<file path="src/rtl/fp_pkg.sv">
// Shared types and fixed-point helpers for the accumulate/requantise path.
package fp_pkg;

    typedef enum logic [1:0] {S_ACC, S_RND, S_OUT} state_t;

    function automatic int fx_width(input int int_bits, input int frac_bits);
        return int_bits + frac_bits;
    endfunction

    // Signed two's-complement range of a w-bit word, w < 64.
    function automatic longint sat_max(input int w);
        return (longint'(1) <<< (w - 1)) - 1;
    endfunction

    function automatic longint sat_min(input int w);
        return -(longint'(1) <<< (w - 1));
    endfunction

endpackage

</file>
<file path="src/rtl/fp_round_sat.sv">
// Combinational requantiser: round half toward +inf, arithmetic shift right,
// saturate to OUT_W bits and flag the clamp.
module fp_round_sat
    import fp_pkg::*;
#(
    parameter int IN_W  = 22,
    parameter int SHIFT = 4,
    parameter int OUT_W = 16
) (
    input  logic signed [IN_W-1:0]  din,
    output logic signed [OUT_W-1:0] dout,
    output logic                    sat
);
    localparam int                   HS   = (SHIFT > 0) ? SHIFT - 1 : 0;
    localparam logic signed [IN_W:0] ONE  = 1;
    localparam logic signed [IN_W:0] HALF = (SHIFT > 0) ? (ONE <<< HS) : '0;
    localparam longint               OMAX = sat_max(OUT_W);
    localparam longint               OMIN = sat_min(OUT_W);

    logic signed [IN_W:0] r;
    logic signed [IN_W:0] q;
    longint               qx;

    // One guard bit keeps the rounding add from wrapping at the top of range.
    always_comb begin
        r    = {din[IN_W-1], din} + HALF;
        q    = r >>> SHIFT;
        qx   = longint'(q);
        sat  = 1'b0;
        dout = OUT_W'(qx);
        if (qx > OMAX) begin
            dout = OUT_W'(OMAX);
            sat  = 1'b1;
        end else if (qx < OMIN) begin
            dout = OUT_W'(OMIN);
            sat  = 1'b1;
        end
    end

endmodule

</file>
<file path="src/rtl/fp_acc.sv">
// Windowed saturating accumulator for the multiply pipeline; each window is
// rounded/saturated into a single valid/ready result.
module fp_acc
    import fp_pkg::*;
#(
    parameter int IN_INT   = 6,
    parameter int IN_FRAC  = 12,
    parameter int ACC_INT  = 10,
    parameter int ACC_FRAC = 12,
    parameter int OUT_INT  = 8,
    parameter int OUT_FRAC = 8,
    parameter int LEN      = 16,
    parameter int CNT_W    = $clog2(LEN + 1)
) (
    input  logic                                clk,
    input  logic                                reset,
    input  logic                                in_valid,
    output logic                                in_ready,
    input  logic signed [IN_INT+IN_FRAC-1:0]    in_data,
    input  logic                                in_last,
    output logic                                out_valid,
    input  logic                                out_ready,
    output logic signed [OUT_INT+OUT_FRAC-1:0]  out_data,
    output logic                                out_ovf,
    output logic [CNT_W-1:0]                    out_count
);
    localparam int ACC_W = fx_width(ACC_INT, ACC_FRAC);
    localparam int OUT_W = fx_width(OUT_INT, OUT_FRAC);
    localparam int FS    = ACC_FRAC - IN_FRAC;
    localparam int RS    = ACC_FRAC - OUT_FRAC;

    localparam logic signed [ACC_W-1:0] ACC_MAX = ACC_W'(sat_max(ACC_W));
    localparam logic signed [ACC_W-1:0] ACC_MIN = ACC_W'(sat_min(ACC_W));
    localparam logic [CNT_W-1:0]        LEN_C   = CNT_W'(LEN);

    state_t                   state, nxt;
    logic signed [ACC_W-1:0]  acc, ext, acc_nxt;
    logic signed [ACC_W:0]    sum;
    logic                     add_ovf;
    logic [CNT_W-1:0]         cnt;
    logic                     sticky, take, win_end;
    logic signed [OUT_W-1:0]  rnd;
    logic                     rnd_sat;

    assign in_ready = (state == S_ACC);
    assign take     = in_valid && in_ready;
    assign win_end  = in_last || (cnt + 1'b1 == LEN_C);

    // Align the beat to the accumulator binary point, then add with clamp.
    always_comb begin
        ext     = ACC_W'(in_data) <<< FS;
        sum     = {acc[ACC_W-1], acc} + {ext[ACC_W-1], ext};
        add_ovf = sum[ACC_W] ^ sum[ACC_W-1];
        acc_nxt = sum[ACC_W-1:0];
        if (add_ovf) acc_nxt = sum[ACC_W] ? ACC_MIN : ACC_MAX;
    end

    fp_round_sat #(.IN_W(ACC_W), .SHIFT(RS), .OUT_W(OUT_W)) u_round_sat (
        .din  (acc),
        .dout (rnd),
        .sat  (rnd_sat)
    );

    always_ff @(posedge clk) begin
        if (!reset) state <= S_ACC;
        else        state <= nxt;
    end

    always_comb begin
        nxt = state;
        case (state)
            S_ACC:   if (take && win_end) nxt = S_RND;
            S_RND:   nxt = S_OUT;
            S_OUT:   if (out_ready) nxt = S_ACC;
            default: nxt = S_ACC;
        endcase
    end

    always_ff @(posedge clk) begin
        if (!reset) begin
            acc       <= '0;
            cnt       <= '0;
            sticky    <= 1'b0;
            out_valid <= 1'b0;
            out_data  <= '0;
            out_ovf   <= 1'b0;
            out_count <= '0;
        end else begin
            case (state)
                S_ACC: if (take) begin
                    acc    <= acc_nxt;
                    sticky <= sticky | add_ovf;
                    cnt    <= cnt + 1'b1;
                end
                S_RND: begin
                    out_data  <= rnd;
                    out_ovf   <= sticky | rnd_sat;
                    out_count <= cnt;
                    out_valid <= 1'b1;
                end
                S_OUT: if (out_ready) begin
                    out_valid <= 1'b0;
                    acc       <= '0;
                    cnt       <= '0;
                    sticky    <= 1'b0;
                end
                default: ;
            endcase
        end
    end

endmodule

</file>
<file path="config.mk">
export PLATFORM = sky130hd
export DESIGN_NAME = fp_acc
export DESIGN_NICKNAME = d
export VERILOG_FILES = /design/src/rtl/fp_pkg.sv /design/src/rtl/fp_round_sat.sv /design/src/rtl/fp_acc.sv
export SDC_FILE = /design/constraint.sdc
export NUM_CORES = 1
export LEC_CHECK = 0
export ABC_AREA = 1
export CAP_MARGIN = 40
export CORE_UTILIZATION = 30
export CTS_CLUSTER_DIAMETER = 80
export DETAILED_ROUTE_END_ITERATION = 10
export PLACE_DENSITY = 0.5
export SLEW_MARGIN = 20
export SYNTH_ARGS = -nofsm -noshare
export SYNTH_HDL_FRONTEND = slang
export SYNTH_HIERARCHICAL = 1
export SYNTH_SLANG_ARGS = --single-unit
export TNS_END_PERCENT = 5
</file>
<file path="constraint.sdc">
create_clock -name clk -period 2.8 [get_ports clk]
set_input_delay 0.56 -clock clk [delete_from_list [all_inputs] [get_ports clk]]
set_output_delay 0.56 -clock clk [all_outputs]
set_load 0.05 [all_outputs]
</file>
==> metrics.md, run 1 <==
| Metric | Value |
|---|---|
| # Max-Cap Violations | 0 |
| Post-route cell area | roughly 5700 sq um |
| Setup violators final | 0 |
| Syn Area/Cell | approximately 6.4 sq um |
| Synth warn | 6 |
| Number of flops mapped to enable cells by yosys | 0 |
| Inserted Diodes | 0 |
| Power per cell area | ~600 nW/um^2 |
| Slew headroom | 0.589 |
| Initial antenna violation count | 0 |
| Final hold violations | 0 |
| WL final | ~13000 microns |
| Global-route wire length before repair | roughly 21000 microns |
| Cell row count | 43 |
| Routed Antenna Nets | 0 |
| WP data required | about 3.0 ns |
| Most used DFF post-synth | dfxtp_1 |
| Routability Congestion | around 0.9 |
| Cells after synthesis | slightly below 700 |
| CP endpoint kind | flip-flop |
| Max Fclk | about 380 MHz |
| I/O Pins | between 40 and 50 |
| Crit path from | in_data[0] |
| Post-synthesis mux area share | 0 |
| Post-DP Area | 5470 sq um |
| Non-filler cells, final | roughly 970 |
| Wire per inst | between 10 and 15 microns |
| Main combinational cell family by area after synthesis | simple AND/OR/NAND/NOR gates |
| Worst-Skew Late Latency | roughly 0.29 ns |
| Vias in the first global route | roughly 4400 |
| Leak pwr | ~2.7 nW |
| Final TNS setup | 0 ns |
| Final Power | 0.00343 W |
| Clock tree sinks | 53 |
| DIE HEIGHT | about 120 microns |
| Post-synthesis xor/xnor area fraction | 0.0597 |
| Asr flop ratio synth | 0 |
| Crit path max fanout | 10 |
| Layout cells sized above 1 | 0.204 |
| Hpwl dp | roughly 10000 microns |
| Startpoint Class | primary input |
| Compound-gate portion of the synthesized area | 0.120 |
| Max stage delay on crit path | between 0.4 and 0.5 ns |
| Fraction of the mapped netlist area in simple logic gates | 0.421 |
| Vias per cell | 4.70 |
| Clk_skew | ~0.0057 ns |
| Clock transition at path regs | 0.07 ns |
| Reg2reg end | acc[4] |
| R2R Path Start | acc[13] |
| Post-synthesis cell area | approximately 4400 sq um |
| Distinct cells, synth | 37 |
| Setup slack on the worst flop-to-flop path | 0.41 ns |
| Die Area | 15100 sq um |
| Largest net degree at the start of global routing | 29 |
| #FFs+latches synth | 53 |
| GRT Overall Usage | 0.176 |
| Cells along the critical path | clkdlybuf4s50_1 -> ha_1 -> inv_1 -> fa_1 -> inv_1 -> nand2_1 -> nand3_2 -> nand2_2 -> nand4_1 -> nand2_4 -> a21oi_4 -> clkbuf_16 -> nand2_1 -> a21oi_1 |
| Core area | 14000 sq um |
| Crit share post-route | 0.951 |
| Max-slew violation count | 0 |
| Final nets | roughly 830 |
| Overflow after GRT | 0 |
| Post-Syn Nets | 730 |
| Synth Area in Adders | 0.0731 |
| Starting DRT DRC Count | ~300 |
| Minimum clock period | between 2 and 3 ns |
| Initial core utilization | 0.312 |
| Clk buf depth | 2 |
| Clk root buf | clkbuf_16 |
| Die X | 123 microns |
| VDD IR max | approximately 0.00025 V |
| Hold crit path type | reg -> reg |
| CP Class | in -> reg |
| Status | complete, no violations |
| Number of remaining DRC errors | 0 |
| H-tree depth | 2 |
| Register area share after synthesis | 0.242 |
| Slew @ Worst Pin | 0.615 ns |
| Dpl cells | approximately 960 |
| Worst Reg2Reg Path Length in Cells | 15 |
| IO buf count | 46 |
| CTS Buf Count | 5 |
| CTS tree | done |
| Slowest CP cell | clkdlybuf4s50_1 |
| Critical path endpoint | acc[4] |
| P&R area growth vs syn | 30.1% |
| Number of iterations in the first detailed-routing pass | 4 |
| Vias | 4535 |
| Hold Crit Depth | 2 |
| Critical path arrival | 2.88 ns |
| Unrepaired setup endpoints after global routing | no |
[registers in the layout (all words and copies together), names as in the netlist]
| register | cells |
|---|---|
| acc | 22 |
| out_ovf | 1 |
| out_data | 16 |
| cnt | 5 |
| out_count | 5 |
| state | 2 |
| sticky | 1 |
| out_valid | 1 |
[layer usage]
metal  vias up  global-route usage  part of all wire
met3        11              0.0218             0.033
met1      2085               0.230              0.47
met5         -                   0                 0
met4         0              0.0396             0.014
met2        60               0.307              0.48
li1       2379                   -                 -
[through the flow]
step	setup slack [ns]	util	hold WS, ns
global placement	-0.139	0.389	0.455
global route	0.00139	0.406	0.493
floorplan	0.538	-	0.432
detailed placement	-0.215	0.389	0.464
finish	0.137	0.406	0.467
CTS	0.0703	0.399	0.474
[cell usage in the layout, fill, tap and decap left out, types with 4 or more instances in the layout]
cell type	Yosys	layout
a21oi_2	10	14
xor2_1	13	13
xnor2_1	15	15
dfxtp_1	53	53
clkdlybuf4s50_1	0	45
nand2_4	5	4
clkbuf_16	0	6
nand2_2	28	29
nand3_2	13	13
o21ai_0	29	29
o21bai_1	5	5
nand4_1	11	11
nor2_1	80	80
ha_1	24	21
nand2_1	206	205
nor3_1	4	4
nand3_1	32	32
buf_4	1	65
nor2_2	11	11
a21oi_1	43	39
inv_1	60	60
nor2_4	4	4
[worst min-delay path by stage]
stage,startpoint,endpoint
floorplan,sticky,sticky
global placement,cnt[4],cnt[4]
detailed placement,cnt[4],cnt[4]
CTS,cnt[4],cnt[4]
global route,out_valid,out_valid
finish,cnt[4],cnt[4]
[synthesized netlist by cell type, drive strengths merged (2+ instances only)]
cell,number,area (sq um)
nor3,4,20.0
nand3,45,290
inv,63,236
xor2,14,130
dfxtp,53,1060
nand2,239,1000
nand3b,3,22.5
o21ai,29,145
and2,2,12.5
clkbuf,9,33.8
xnor2,15,131
or2,2,12.5
nor2,95,414
nand4,11,68.8
o21bai,5,37.5
ha,24,300
buf,10,92.6
a21oi,54,319
[kinds of logic (layout without fill, tap and decap cells)]
kind of cell	count (synthesis)	count (layout)
xor gates and xnor gates	29	29
AOI/OAI and AO/OA	91	91
DFF	53	53
and+or+nand+nor	401	401
buffers and inverters	83	186
adders and majority gates	25	25
[cell type report]
cell class | instances | area [sq um]
tap | 180 | 225
clock inverter | 2 | 10.0
fill | 1527 | 8350
inverter | 64 | 240
sequential | 53 | 1060
clock buffer | 6 | 129
timing repair buffer | 114 | 1020
multi-input combinational | 546 | 3020
[report_power, final]
part / total [W] / switching [W] / internal (W)
sequential: 0.000976 / 0.000133 / 0.000843
clock: 0.000591 / 0.000262 / 0.000329
combinational: 0.00186 / 0.00104 / 0.000820
total: 0.00343 / 0.00143 / 0.00199
[critical path: cells and delay by family]
kind / cells / cell delay [ns]
compound gates: 2 / 0.34
fa+ha+maj: 2 / 0.56
buf+inv: 4 / 0.83
simple gates: 6 / 0.58
[what timing repair did]
item,CTS,global route
resized for setup,0,10
buffers inserted,0,0
hold buffers,0,0
endpoints found under the setup margin,0,22
(Power assumes the default switching activity.)
==> run 2, diff against run 1 <==
--- a/config.mk
+++ b/config.mk
@@ -7,6 +7,8 @@
 export LEC_CHECK = 0
 export ABC_AREA = 1
 export CAP_MARGIN = 40
+export CORE_ASPECT_RATIO = 1.25
+export CORE_MARGIN = 1.5
 export CORE_UTILIZATION = 30
 export CTS_CLUSTER_DIAMETER = 80
 export DETAILED_ROUTE_END_ITERATION = 10
==> run 2 against run 1 <==
Compared with the run above: hold slack improved by 0.0037 ns; power grew 3.3%; global-route usage down 1.3 points; final area increased by 0.64%; sequential cell count did not move; count of clock-buffer cells in the layout grew 1; first-iteration DRC count down 33%.
==> metrics.md, run 2 (same netlist as run 1, synthesis figures left out) <==
| Metric | Value |
|---|---|
| Status | complete, no violations |
| Core area | ~14000 sq um |
| Largest net degree at the start of global routing | 29 |
| Clk_skew | roughly 0.0044 ns |
| Vias per cell | about 4.6 |
| Slowest CP cell | clkdlybuf4s50_1 |
| Max-slew violation count | 0 |
| Top reg by flops | acc |
| Dpl cells | 960 |
| Sequential Area | ~1100 sq um |
| Worst Path Buf+Inv | 4 |
| Cell family with most CP delay | buffers and inverters |
| Max stage delay on crit path | ~0.46 ns |
| Worst-Skew Late Latency | 0.29 ns |
| WP data required | about 3.0 ns |
| Initial core utilization | 0.305 |
| Max Fclk | about 390 MHz |
| Hpwl dp | 10500 microns |
| Inserted Diodes | 0 |
| CTS Buf Count | 5 |
| DIE HEIGHT | roughly 140 microns |
| Post-DP Area | ~5500 sq um |
| Unrepaired setup endpoints after global routing | no |
| Commonest cells after routing, fill and taps aside | nand2_1, nor2_1, buf_4, inv_1, dfxtp_1 |
| # fillers | 1564 |
| # Max-Cap Violations | 0 |
| Vias in the first global route | about 4400 |
| Critical path arrival | 2.77 ns |
| Post-CTS setup buffer count | 0 |
| Initial antenna violation count | 0 |
| IO buf count | between 40 and 50 |
| Final nets | 837 |
| Vias | between 4000 and 5000 |
| Starting DRT DRC Count | between 200 and 250 |
| H-tree depth | 2 |
| Cells along the critical path | clkdlybuf4s50_1 -> ha_1 -> inv_1 -> fa_1 -> inv_1 -> nand2_1 -> nand3_2 -> nand2_2 -> nand3_2 -> nand2_1 -> nand2_4 -> nand2_4 -> buf_4 -> nand3_1 -> nand2_1 -> a21oi_1 |
| Die Area | around 15000 sq um |
| Clk root buf | clkbuf_16 |
| Levels on crit path | 16 |
| Final TNS setup | 0 ns |
| Number of iterations in the first detailed-routing pass | 4 |
| CTS tree | done |
| VDD IR max | roughly 0.00029 V |
| WHS | approximately 0.47 ns |
| Biggest regs | acc: 22 flops, out_data: 16 flops |
| Routed Antenna Nets | 0 |
| Leak pwr | around 2.7 nW |
| Post-route cell area | 5730 sq um |
| Clock transition at path regs | ~0.06 ns |
| WL final | approximately 12000 microns |
| I/O Pins | 47 |
| Hold Crit Depth | 2 |
| CP Class | in -> reg |
| Commonest non-fill, non-tap cell in the layout | nand2_1 |
| Most common cell on crit path | nand2_1 |
| Power per cell area | between 600 and 700 nW/um^2 |
| Overflow after GRT | 0 |
| Final hold violations | 0 |
| Non-filler cells, final | just under 1000 |
| Final Power | about 0.0035 W |
| Slew @ Worst Pin | between 0.6 and 0.7 ns |
| Area of the multi-input gates | between 2000 and 3000 sq um |
| Layout cells sized above 1 | 0.205 |
| Cell row count | 49 |
| Worst Reg2Reg Path Length in Cells | 13 |
| Hold crit path type | reg -> reg |
| Die X | 111 microns |
| Clk buf depth | 2 |
| Wire per inst | 12.9 microns |
| CP endpoint kind | flip-flop |
| Clock tree sinks | 53 |
| Number of flip-flops in the largest register | 22 |
| GRT Overall Usage | 0.163 |
| Crit path max fanout | 5 |
| P&R area growth vs syn | 30.9% |
| Routability Congestion | slightly above 0.9 |
| Crit share post-route | 0.913 |
| Minimum clock period | roughly 2.6 ns |
| Setup violators final | 0 |
| Global-route wire length before repair | just over 20000 microns |
| Slew headroom | 0.599 |
| Startpoint Class | primary input |
| Number of remaining DRC errors | 0 |
[run 2: area by class of cell]
class                   instances  area share
multi-input cells             546       0.521
clock buffers                   7      0.0249
flip-flops and latches         53       0.185
clock inverters                 1     0.00524
well taps                     178      0.0388
repair buffers                119       0.183
inverters                      64      0.0419
[run 2: per-layer routing]
layer / routed length [microns] / global-route usage / up-vias / part of all wire
li1: - / - / 2393 / -
met1: 5670 / 0.199 / 1960 / 0.45
met2: 6020 / 0.288 / 97 / 0.48
met3: 348 / 0.0149 / 23 / 0.028
met4: 452 / 0.0786 / 0 / 0.036
met5: 0 / 0 / - / 0
[run 2: stage by stage]
stage | utilization | worst slack (ns)
6_report | 0.400 | 0.245
5_1_grt | 0.400 | 0.0224
4_1_cts | 0.397 | 0.0958
3_5_place_dp | 0.385 | -0.214
3_3_place_gp | 0.385 | -0.164
2_1_floorplan | - | 0.538
[run 2: worst paths after layout]
kind,start,to,slack (ns)
worst max-delay path,in_data[0],acc[0],0.24
worst min-delay path,out_ovf,out_ovf,0.47
worst max register to register,acc[9],acc[0],0.48
worst min register to register,out_ovf,out_ovf,0.47
[run 2: timing repair]
item                                    in CTS  in global routing
hold buffers                                 0                  0
resized for setup                            0                  6
endpoints found under the setup margin       0                 22
hold endpoints to repair                     0                  0
[run 2: worst reg2reg max path, stage by stage, from the launching register on]
cell and delay [ns]:
dfxtp_1 0.49, ha_1 0.35, a21oi_1 0.25, nand2_1 0.11, nand2_1 0.09, nand2_1 0.05, nand2_1 0.10, nand3_2 0.08
nand2_1 0.11, nand2_4 0.08, a21oi_4 0.14, buf_12 0.18, nand2_1 0.07, a21oi_1 0.13
[run 2: report_power, final]
group	internal [W]	total [W]	switching (W)	leakage, nW
Clock	0.000446	0.000703	0.000257	0.0841
Sequential	0.000844	0.000980	0.000136	0.434
Combinational	0.000833	0.00186	0.00102	2.20
Total	0.00212	0.00354	0.00142	2.72
